===== config.mk =====
export PLATFORM = sky130hd
export DESIGN_NAME = light_show_sequencer
export DESIGN_NICKNAME = d
export VERILOG_FILES = /design/src/rtl/light_pkg.sv /design/src/rtl/button_debounce.sv /design/src/rtl/light_show_sequencer.sv
export SDC_FILE = /design/constraint.sdc
export NUM_CORES = 1
export LEC_CHECK = 0
export ABC_CLOCK_PERIOD_IN_PS = 2800
export CAP_MARGIN = 5
export CORE_MARGIN = 2
export CORE_UTILIZATION = 40
export DETAILED_ROUTE_END_ITERATION = 16
export DONT_BUFFER_PORTS = 1
export MAX_ROUTING_LAYER = met4
export SLEW_MARGIN = 5
export SYNTH_ARGS = -nofsm -noshare
export SYNTH_HDL_FRONTEND = slang
export SYNTH_SLANG_ARGS = --single-unit

===== constraint.sdc =====
create_clock -name Clk -period 2.8 [get_ports Clk]
set_input_delay 0.84 -clock Clk [delete_from_list [all_inputs] [get_ports Clk]]
set_output_delay 0.84 -clock Clk [all_outputs]
set_load 0.01 [all_outputs]

===== src/rtl/light_pkg.sv =====
// Shared definitions for the light show sequencer.
// - state_e        : sequencer FSM state encoding
// - MODE_*         : pattern-engine mode codes driven on light_mode
// - CLK_HZ_DEFAULT : nominal board clock rate in Hz
// - mode_step()    : next/previous mode with wrap-around
package light_pkg;

  typedef enum logic [1:0] {
    S_MANUAL = 2'd0,
    S_AUTO   = 2'd1,
    S_GAP    = 2'd2
  } state_e;

  localparam logic [1:0] MODE_ALT  = 2'd0;
  localparam logic [1:0] MODE_FILL = 2'd1;
  localparam logic [1:0] MODE_SYM  = 2'd2;
  localparam logic [1:0] MODE_RAND = 2'd3;

  localparam int CLK_HZ_DEFAULT = 10;

  // Step the pattern mode one position forward (up=1) or backward (up=0),
  // wrapping at both ends of the four-entry ring.
  function automatic logic [1:0] mode_step(input logic [1:0] mode, input logic up);
    logic [1:0] nxt;
    unique case (mode)
      MODE_ALT:  nxt = up ? MODE_FILL : MODE_RAND;
      MODE_FILL: nxt = up ? MODE_SYM  : MODE_ALT;
      MODE_SYM:  nxt = up ? MODE_RAND : MODE_FILL;
      default:   nxt = up ? MODE_ALT  : MODE_SYM;
    endcase
    return nxt;
  endfunction

endpackage


===== src/rtl/button_debounce.sv =====
// Debouncer for one raw, asynchronous, bouncy push button.
// Ports:
//   Clk     - system clock
//   Rst     - synchronous active-high reset, clears every flop
//   btn_raw - raw button level
//   press   - registered one-cycle pulse on each debounced 0->1 transition
// A press appears DEB_CYCLES+3 edges after the first edge that samples the
// button high; glitches shorter than DEB_CYCLES cycles are rejected.
module button_debounce #(
  parameter int DEB_CYCLES = 2
) (
  input  logic Clk,
  input  logic Rst,
  input  logic btn_raw,
  output logic press
);

  localparam logic [3:0] DEB_LAST = 4'(DEB_CYCLES - 1);

  logic       sync1_q, sync1_d;
  logic       sync2_q, sync2_d;
  logic [3:0] cnt_q, cnt_d;
  logic       level_q, level_d;
  logic       level_prev_q, level_prev_d;
  logic       press_q, press_d;

  always_comb begin
    sync1_d      = btn_raw;
    sync2_d      = sync1_q;
    cnt_d        = 4'd0;
    level_d      = level_q;
    level_prev_d = level_q;
    // Count consecutive cycles the synchronised level disagrees with the
    // debounced level; any agreement restarts the count.
    if (sync2_q != level_q) begin
      if (cnt_q == DEB_LAST) begin
        level_d = ~level_q;
        cnt_d   = 4'd0;
      end else begin
        cnt_d = cnt_q + 4'd1;
      end
    end
    press_d = level_q & ~level_prev_q;
  end

  always_ff @(posedge Clk) begin
    if (Rst) begin
      sync1_q      <= 1'b0;
      sync2_q      <= 1'b0;
      cnt_q        <= 4'd0;
      level_q      <= 1'b0;
      level_prev_q <= 1'b0;
      press_q      <= 1'b0;
    end else begin
      sync1_q      <= sync1_d;
      sync2_q      <= sync2_d;
      cnt_q        <= cnt_d;
      level_q      <= level_d;
      level_prev_q <= level_prev_d;
      press_q      <= press_d;
    end
  end

  assign press = press_q;

endmodule


===== src/rtl/light_show_sequencer.sv =====
// Front-end controller for the running-light pattern engine.
// Ports:
//   Clk, Rst         - 10 Hz board clock, synchronous active-high reset
//   btn_next/prev/auto - raw bouncy buttons
//   light_mode       - 2-bit pattern select to the engine
//   blank            - forces the engine's LEDs off after each mode change
//   auto_active      - high while auto-cycling is enabled
//   mode_strobe      - one-cycle pulse on the edge light_mode changes
//   dwell_left       - cycles left before the next auto advance (0 outside S_AUTO)
// All outputs are registered.
module light_show_sequencer
  import light_pkg::*;
#(
  parameter int DEB_CYCLES   = 2,
  parameter int DWELL_CYCLES = 50,
  parameter int GAP_CYCLES   = 3
) (
  input  logic       Clk,
  input  logic       Rst,
  input  logic       btn_next,
  input  logic       btn_prev,
  input  logic       btn_auto,
  output logic [1:0] light_mode,
  output logic       blank,
  output logic       auto_active,
  output logic       mode_strobe,
  output logic [7:0] dwell_left
);

  localparam logic [7:0] DWELL_LOAD = 8'(DWELL_CYCLES);
  localparam logic [3:0] GAP_LOAD   = 4'(GAP_CYCLES);

  logic press_next, press_prev, press_auto;

  button_debounce #(.DEB_CYCLES(DEB_CYCLES)) u_deb_next (
    .Clk     (Clk),
    .Rst     (Rst),
    .btn_raw (btn_next),
    .press   (press_next)
  );

  button_debounce #(.DEB_CYCLES(DEB_CYCLES)) u_deb_prev (
    .Clk     (Clk),
    .Rst     (Rst),
    .btn_raw (btn_prev),
    .press   (press_prev)
  );

  button_debounce #(.DEB_CYCLES(DEB_CYCLES)) u_deb_auto (
    .Clk     (Clk),
    .Rst     (Rst),
    .btn_raw (btn_auto),
    .press   (press_auto)
  );

  state_e     state_q, state_d;
  logic [1:0] mode_q, mode_d;
  logic       blank_q, blank_d;
  logic       auto_q, auto_d;
  logic       strobe_q, strobe_d;
  logic [7:0] dwell_q, dwell_d;
  logic [3:0] gap_q, gap_d;
  logic       ret_auto_q, ret_auto_d;

  // Exactly one of next/prev: simultaneous presses cancel out.
  logic       step_req;
  logic [1:0] step_mode;

  assign step_req  = press_next ^ press_prev;
  assign step_mode = mode_step(mode_q, press_next);

  always_comb begin
    state_d    = state_q;
    mode_d     = mode_q;
    blank_d    = blank_q;
    auto_d     = auto_q;
    strobe_d   = 1'b0;
    dwell_d    = dwell_q;
    gap_d      = gap_q;
    ret_auto_d = ret_auto_q;

    unique case (state_q)
      S_MANUAL: begin
        if (step_req) begin
          // A simultaneous auto press also arms auto-cycling for gap exit.
          mode_d     = step_mode;
          strobe_d   = 1'b1;
          blank_d    = 1'b1;
          gap_d      = GAP_LOAD;
          ret_auto_d = press_auto;
          auto_d     = press_auto;
          dwell_d    = 8'd0;
          state_d    = S_GAP;
        end else if (press_auto) begin
          auto_d  = 1'b1;
          dwell_d = DWELL_LOAD;
          state_d = S_AUTO;
        end
      end

      S_AUTO: begin
        if (step_req) begin
          // Manual step wins over the dwell; an accompanying auto press
          // turns auto-cycling off so the gap returns to S_MANUAL.
          mode_d     = step_mode;
          strobe_d   = 1'b1;
          blank_d    = 1'b1;
          gap_d      = GAP_LOAD;
          ret_auto_d = ~press_auto;
          auto_d     = ~press_auto;
          dwell_d    = 8'd0;
          state_d    = S_GAP;
        end else if (press_auto) begin
          auto_d  = 1'b0;
          dwell_d = 8'd0;
          state_d = S_MANUAL;
        end else if (dwell_q == 8'd1) begin
          mode_d     = mode_step(mode_q, 1'b1);
          strobe_d   = 1'b1;
          blank_d    = 1'b1;
          gap_d      = GAP_LOAD;
          ret_auto_d = 1'b1;
          dwell_d    = 8'd0;
          state_d    = S_GAP;
        end else begin
          dwell_d = dwell_q - 8'd1;
        end
      end

      S_GAP: begin
        // next/prev are dropped here; auto flips where the gap returns to.
        if (press_auto) begin
          ret_auto_d = ~ret_auto_q;
          auto_d     = ~ret_auto_q;
        end
        if (gap_q <= 4'd1) begin
          blank_d = 1'b0;
          gap_d   = 4'd0;
          if (ret_auto_d) begin
            dwell_d = DWELL_LOAD;
            state_d = S_AUTO;
          end else begin
            dwell_d = 8'd0;
            state_d = S_MANUAL;
          end
        end else begin
          gap_d = gap_q - 4'd1;
        end
      end

      default: begin
        state_d = S_MANUAL;
        blank_d = 1'b0;
        auto_d  = 1'b0;
        dwell_d = 8'd0;
        gap_d   = 4'd0;
      end
    endcase
  end

  always_ff @(posedge Clk) begin
    if (Rst) begin
      state_q    <= S_MANUAL;
      mode_q     <= MODE_ALT;
      blank_q    <= 1'b0;
      auto_q     <= 1'b0;
      strobe_q   <= 1'b0;
      dwell_q    <= 8'd0;
      gap_q      <= 4'd0;
      ret_auto_q <= 1'b0;
    end else begin
      state_q    <= state_d;
      mode_q     <= mode_d;
      blank_q    <= blank_d;
      auto_q     <= auto_d;
      strobe_q   <= strobe_d;
      dwell_q    <= dwell_d;
      gap_q      <= gap_d;
      ret_auto_q <= ret_auto_d;
    end
  end

  assign light_mode  = mode_q;
  assign blank       = blank_q;
  assign auto_active = auto_q;
  assign mode_strobe = strobe_q;
  assign dwell_left  = dwell_q;

endmodule


Yosys cells after proc, flatten, opt, wreduce, memory -nomap -nowiden --
Index checks and enable logic that the tools add are counted.
Word-level totals: output and inout bits 13, word-level logic and storage cells 138, flip-flop bits (word level) 47
Cells by class: equal/unequal tests 19, add/subtract/negate cells 5, order comparisons 1, bitwise logic cells 15, multiplexer cells 55, reductions and logical operators 17
Operators by type and width (count):
- $mux 8 | 6
- $mux 2 | 14
- $pmux 8 s3 | 1
- $mux 4 | 5
- $mux 1 | 19
- $pmux 2 s3 | 3
- $add 4x1->4 const B | 3
- $eq 4x1->1 const B | 3
- $pmux 4 s3 | 1
- $reduce_and 4->1 | 3
- $not 1->1 | 11
- $pmux 1 s3 | 3
- $reduce_and 3->1 | 3
- $reduce_or 3->1 | 3
- $eq 8x1->1 const B | 1
- $reduce_and 2->1 | 4
- $sub 8x1->8 const B | 1
- $mux 6 | 1
- $ne 3x2->1 const B | 2
- $ne 3x3->1 const B | 2
- $eq 2x1->1 const B | 2
- $eq 2x2->1 const B | 2
- $le 4x1->1 const B | 1
- $logic_not 2->1 | 2
- 11 further kinds | 16

Depth between registers and ports, before layout --
word-level depth 6, mapped depth 8

Hierarchy --
A second synthesis with hierarchy kept.
Unflattened totals: cell total of the unflattened synthesis 249, area, all modules 2282.2 µm²
By module, submodules not included:
- light_show_sequencer | sequential area each 400.4 µm², times used 1, cells each 165, area an instance 1343.8 µm²
- button_debounce | sequential area each 180.2 µm², times used 3, cells each 28, area an instance 312.8 µm²

Least setup slack after synthesis --
Ideal clock, no wire load.
path type flip-flop to flip-flop, from register dwell_q[0], in the netlist dwell_left[0], to register gap_q[0], path buffers 0, cell stages (with the launch flop) 7, required time 2.713 ns, data arrival time 1.908 ns, slack 0.805 ns, path through dfxtp_1 ha_1 or4b_4 nor3_4 o21ai_2 or4_1 o31ai_1
Between the ends: word-level cells in the longest chain between the ends 3
RTL lines:
- start: declaration | RTL line light_show_sequencer.sv:61 | logic [7:0] dwell_q, dwell_d;
- start signal: assignment | RTL line light_show_sequencer.sv:177 | dwell_q <= dwell_d;
- $eq 8x1->1 | RTL line light_show_sequencer.sv:117 | end else if (dwell_q == 8'd1) begin
- $ne 3x3->1 (no line)
- $reduce_and 3->1 (no line)
- end signal: assignment | RTL line light_show_sequencer.sv:178 | gap_q <= gap_d;
- end: declaration | RTL line light_show_sequencer.sv:62 | logic [3:0] gap_q, gap_d;
No other way between the ends. A chain may end at the register's enable or synchronous reset.

Worst setup path in the final report --
Same ends and word-level chain as after synthesis.

==> flow_summary.json <==
{
  "status": "complete, no violations",
  "wire_per_inst_microns": 13.7,
  "pin_count": 18,
  "synth-edff-count": 0,
  "final_cells": 328,
  "synth_seq_cells": 47,
  "setup_violations": 0,
  "tns_ns": 0,
  "worst_ep_arrival_time_ns": 2.38,
  "synth-seq-area-share_pct": 40.4,
  "syn_area_per_cell_sq_um": 9.13,
  "worst_pin_slew_ns": 0.502,
  "clk_path_buf_depth": 2,
  "grt_pass1_wl_mm": 7.96,
  "grt.total_usage_pct": 16.1,
  "first_pass_iters": 4,
  "rows": 27,
  "holdBufCountCts": 0,
  "fin_ws_ns": 0.640,
  "peakVddDrop_mv": 0.275,
  "cp-start-kind": "flip-flop",
  "synth-async-reset-ratio_pct": 0,
  "num-nets-final": 279,
  "drv_slew": 0,
  "finalHoldViolations": 0,
  "cts.sinks": 47,
  "route.detailed.drc": 0,
  "diodes": 0,
  "holdCritPathClass": "reg -> reg",
  "port_buffers": 0,
  "ys.flop_type": "dfxtp_1",
  "gr-total-overflow": 0,
  "syn_area_sq_mm": 0.00233,
  "dp_cells": 320,
  "syn_inst": 255,
  "grt_setup_unrepaired": "false",
  "fin_skew_ns": 0.00711,
  "powerDensity_mw_per_mm2": 455,
  "die_w_microns": 80.3,
  "drt_iter0_drc": 124,
  "fin_crit_sh_pct": 77.2,
  "worstSetupPathType": "reg -> reg",
  "cts_made_buffers": 5,
  "area_growth_pct": 5.80,
  "drive_gt1_share_pct": 7.42,
  "fmax_mhz": 463,
  "fp.coreArea_sq_mm": 0.00557,
  "die_h_microns": 80.3,
  "dpl.hpwl_mm": 3.11,
  "gp_congestion": 0.886,
  "dieArea_sq_mm": 0.00645,
  "endpoint_kind": "flip-flop",
  "crit_fanout": 6,
  "worstSkewPairLatency_ns": 0.30,
  "ctsResizeCount": 0,
  "syn_nets": 279,
  "total_power_mw": 1.12,
  "final_antenna_net_count": 0,
  "start_util_pct": 41.8,
  "cts_tree": "done",
  "crit_required_ns": 3.02,
  "slew_headroom_pct": 66.3,
  "yosysWarnings": 0,
  "cts_setup_buffers": 0,
  "routed_via_density": 5.31,
  "postRouteWirelength_mm": 4.48,
  "root_buffer": "clkbuf_8",
  "place_ws_ns": 0.648,
  "cts.clk_slew.worst_paths_ns": 0.09,
  "grt_pass1_vias": 1709,
  "dr_total_vias": 1743,
  "htreeDepth": 2,
  "grt_start_max_net_pins": 37,
  "p_leak_nw": 0.921,
  "post-route-min-period_ns": 2.16,
  "antenna_found_initial": 0,
  "drv_cap": 0,
  "ys_types": 50
}
==> flip-flops by register name, summed over array words and instances, names as in the netlist, 2 cells and up <==
name	cells
dwell_left	8
gap_q	4
u_deb_prev.cnt_q	4
u_deb_next.cnt_q	4
u_deb_auto.cnt_q	4
light_mode	2
state_q	2
==> stage by stage <==
stage / instance area (sq um) / util [%] / hold slack [ns]
6_report: 2460 / 44.2 / 0.386
5_1_grt: 2460 / 44.2 / 0.400
4_1_cts: 2460 / 44.2 / 0.390
3_5_place_dp: 2370 / 42.6 / 0.376
3_3_place_gp: 2370 / 42.6 / 0.370
2_1_floorplan: 2330 / - / 0.367
==> cell type report <==
class | count | area (sq um)
clock buffers | 6 | 72.6
clock inverters | 2 | 17.5
fillers | 561 | 3110
inverters | 15 | 56.3
multi-input cells | 185 | 1280
flip-flops and latches | 47 | 941
well taps | 72 | 90.1
repair buffers | 1 | 7.51
==> worst max-delay path: stages, from the launching register on <==
cell and delay [ns]:
dfxtp_1 0.48, ha_1 0.20, or4b_4 0.51, nor3_4 0.25
o21ai_2 0.10, or4_1 0.46, o31ai_1 0.08
==> placed cells by master (no fill, tap or decap), types with 2 or more instances in the layout <==
cell / netlist / layout
dfxtp_1: 47 / 47
nor2_1: 29 / 29
ha_1: 19 / 19
a21oi_1: 18 / 18
inv_1: 15 / 15
o21ai_0: 15 / 15
nor2b_1: 13 / 13
nand3_1: 11 / 11
nand2_1: 8 / 8
nor3_1: 7 / 7
xnor2_1: 6 / 6
xor2_1: 5 / 5
mux2i_1: 5 / 5
clkbuf_8: 1 / 5
nor3b_1: 4 / 4
or3_1: 4 / 4
o211ai_1: 3 / 3
nand3b_1: 3 / 3
nand4b_1: 3 / 3
nor4_1: 2 / 2
o221ai_1: 2 / 2
or4_1: 2 / 2
a211oi_1: 2 / 2
clkinv_4: 0 / 2
==> synth_stat cells, drive strengths merged, types with 2 or more instances <==
master   n  area [sq um]
nor3     8          51.3
xor2     5          43.8
mux2i    5          50.1
nor4     2          12.5
clkbuf   5          28.8
nor2b   13          81.3
nand2    8          30.0
o21ai   16          83.8
a211oi   2          15.0
dfxtp   47           941
or4      2          15.0
nand3b   3          22.5
xnor2    7          68.8
nor2    29           109
o221ai   2          17.5
or3      5          32.5
nor3b    4          30.0
nand4b   3          26.3
or2      2          12.5
a21oi   18          90.1
o31ai    2          20.0
buf      2          15.0
ha      19           238
o211ai   3          22.5
nand3   11          55.1
inv     15          56.3
==> power breakdown <==
group / internal (mW) / leakage [nW] / switching (mW)
logic: 0.0119 / 0.495 / 0.0133
clock network: 0.180 / 0.0454 / 0.234
registers: 0.676 / 0.380 / 0.00557
==> path summary, 6_finish.rpt <==
| kind | startpoint | cells past startpoint | slack (ns) | to |
|---|---|---|---|---|
| setup reg to reg | dwell_left[0] | 6 | 0.64 | gap_q[0] |
| setup / recovery | dwell_left[0] | 6 | 0.64 | gap_q[0] |
| hold / removal | u_deb_next.level_prev_q | 1 | 0.39 | u_deb_next.press |
| hold reg to reg | u_deb_next.level_prev_q | 1 | 0.39 | u_deb_next.press |
==> logic make-up (layout without fill, tap and decap cells) <==
kind of cell | Yosys count | count (layout) | synth area share [%]
AO/OA/AOI/OAI | 55 | 55 | 15.4
XOR/XNOR | 12 | 12 | 4.84
adder cells (fa/ha/maj) | 19 | 19 | 10.2
buffers and inverters | 23 | 24 | 4.67
flip-flops | 47 | 47 | 40.4
multiplexers | 6 | 6 | 2.63
AND/OR/NAND/NOR | 93 | 93 | 21.9
==> per-layer routing <==
metal	vias to the layer above	track usage, %	wire length (microns)
met3	6	4.38	201
li1	893	-	-
met5	-	-	0
met4	0	4.58	55
met2	27	25.3	2070
met1	817	20.4	2150
(Power assumes the default switching activity.)
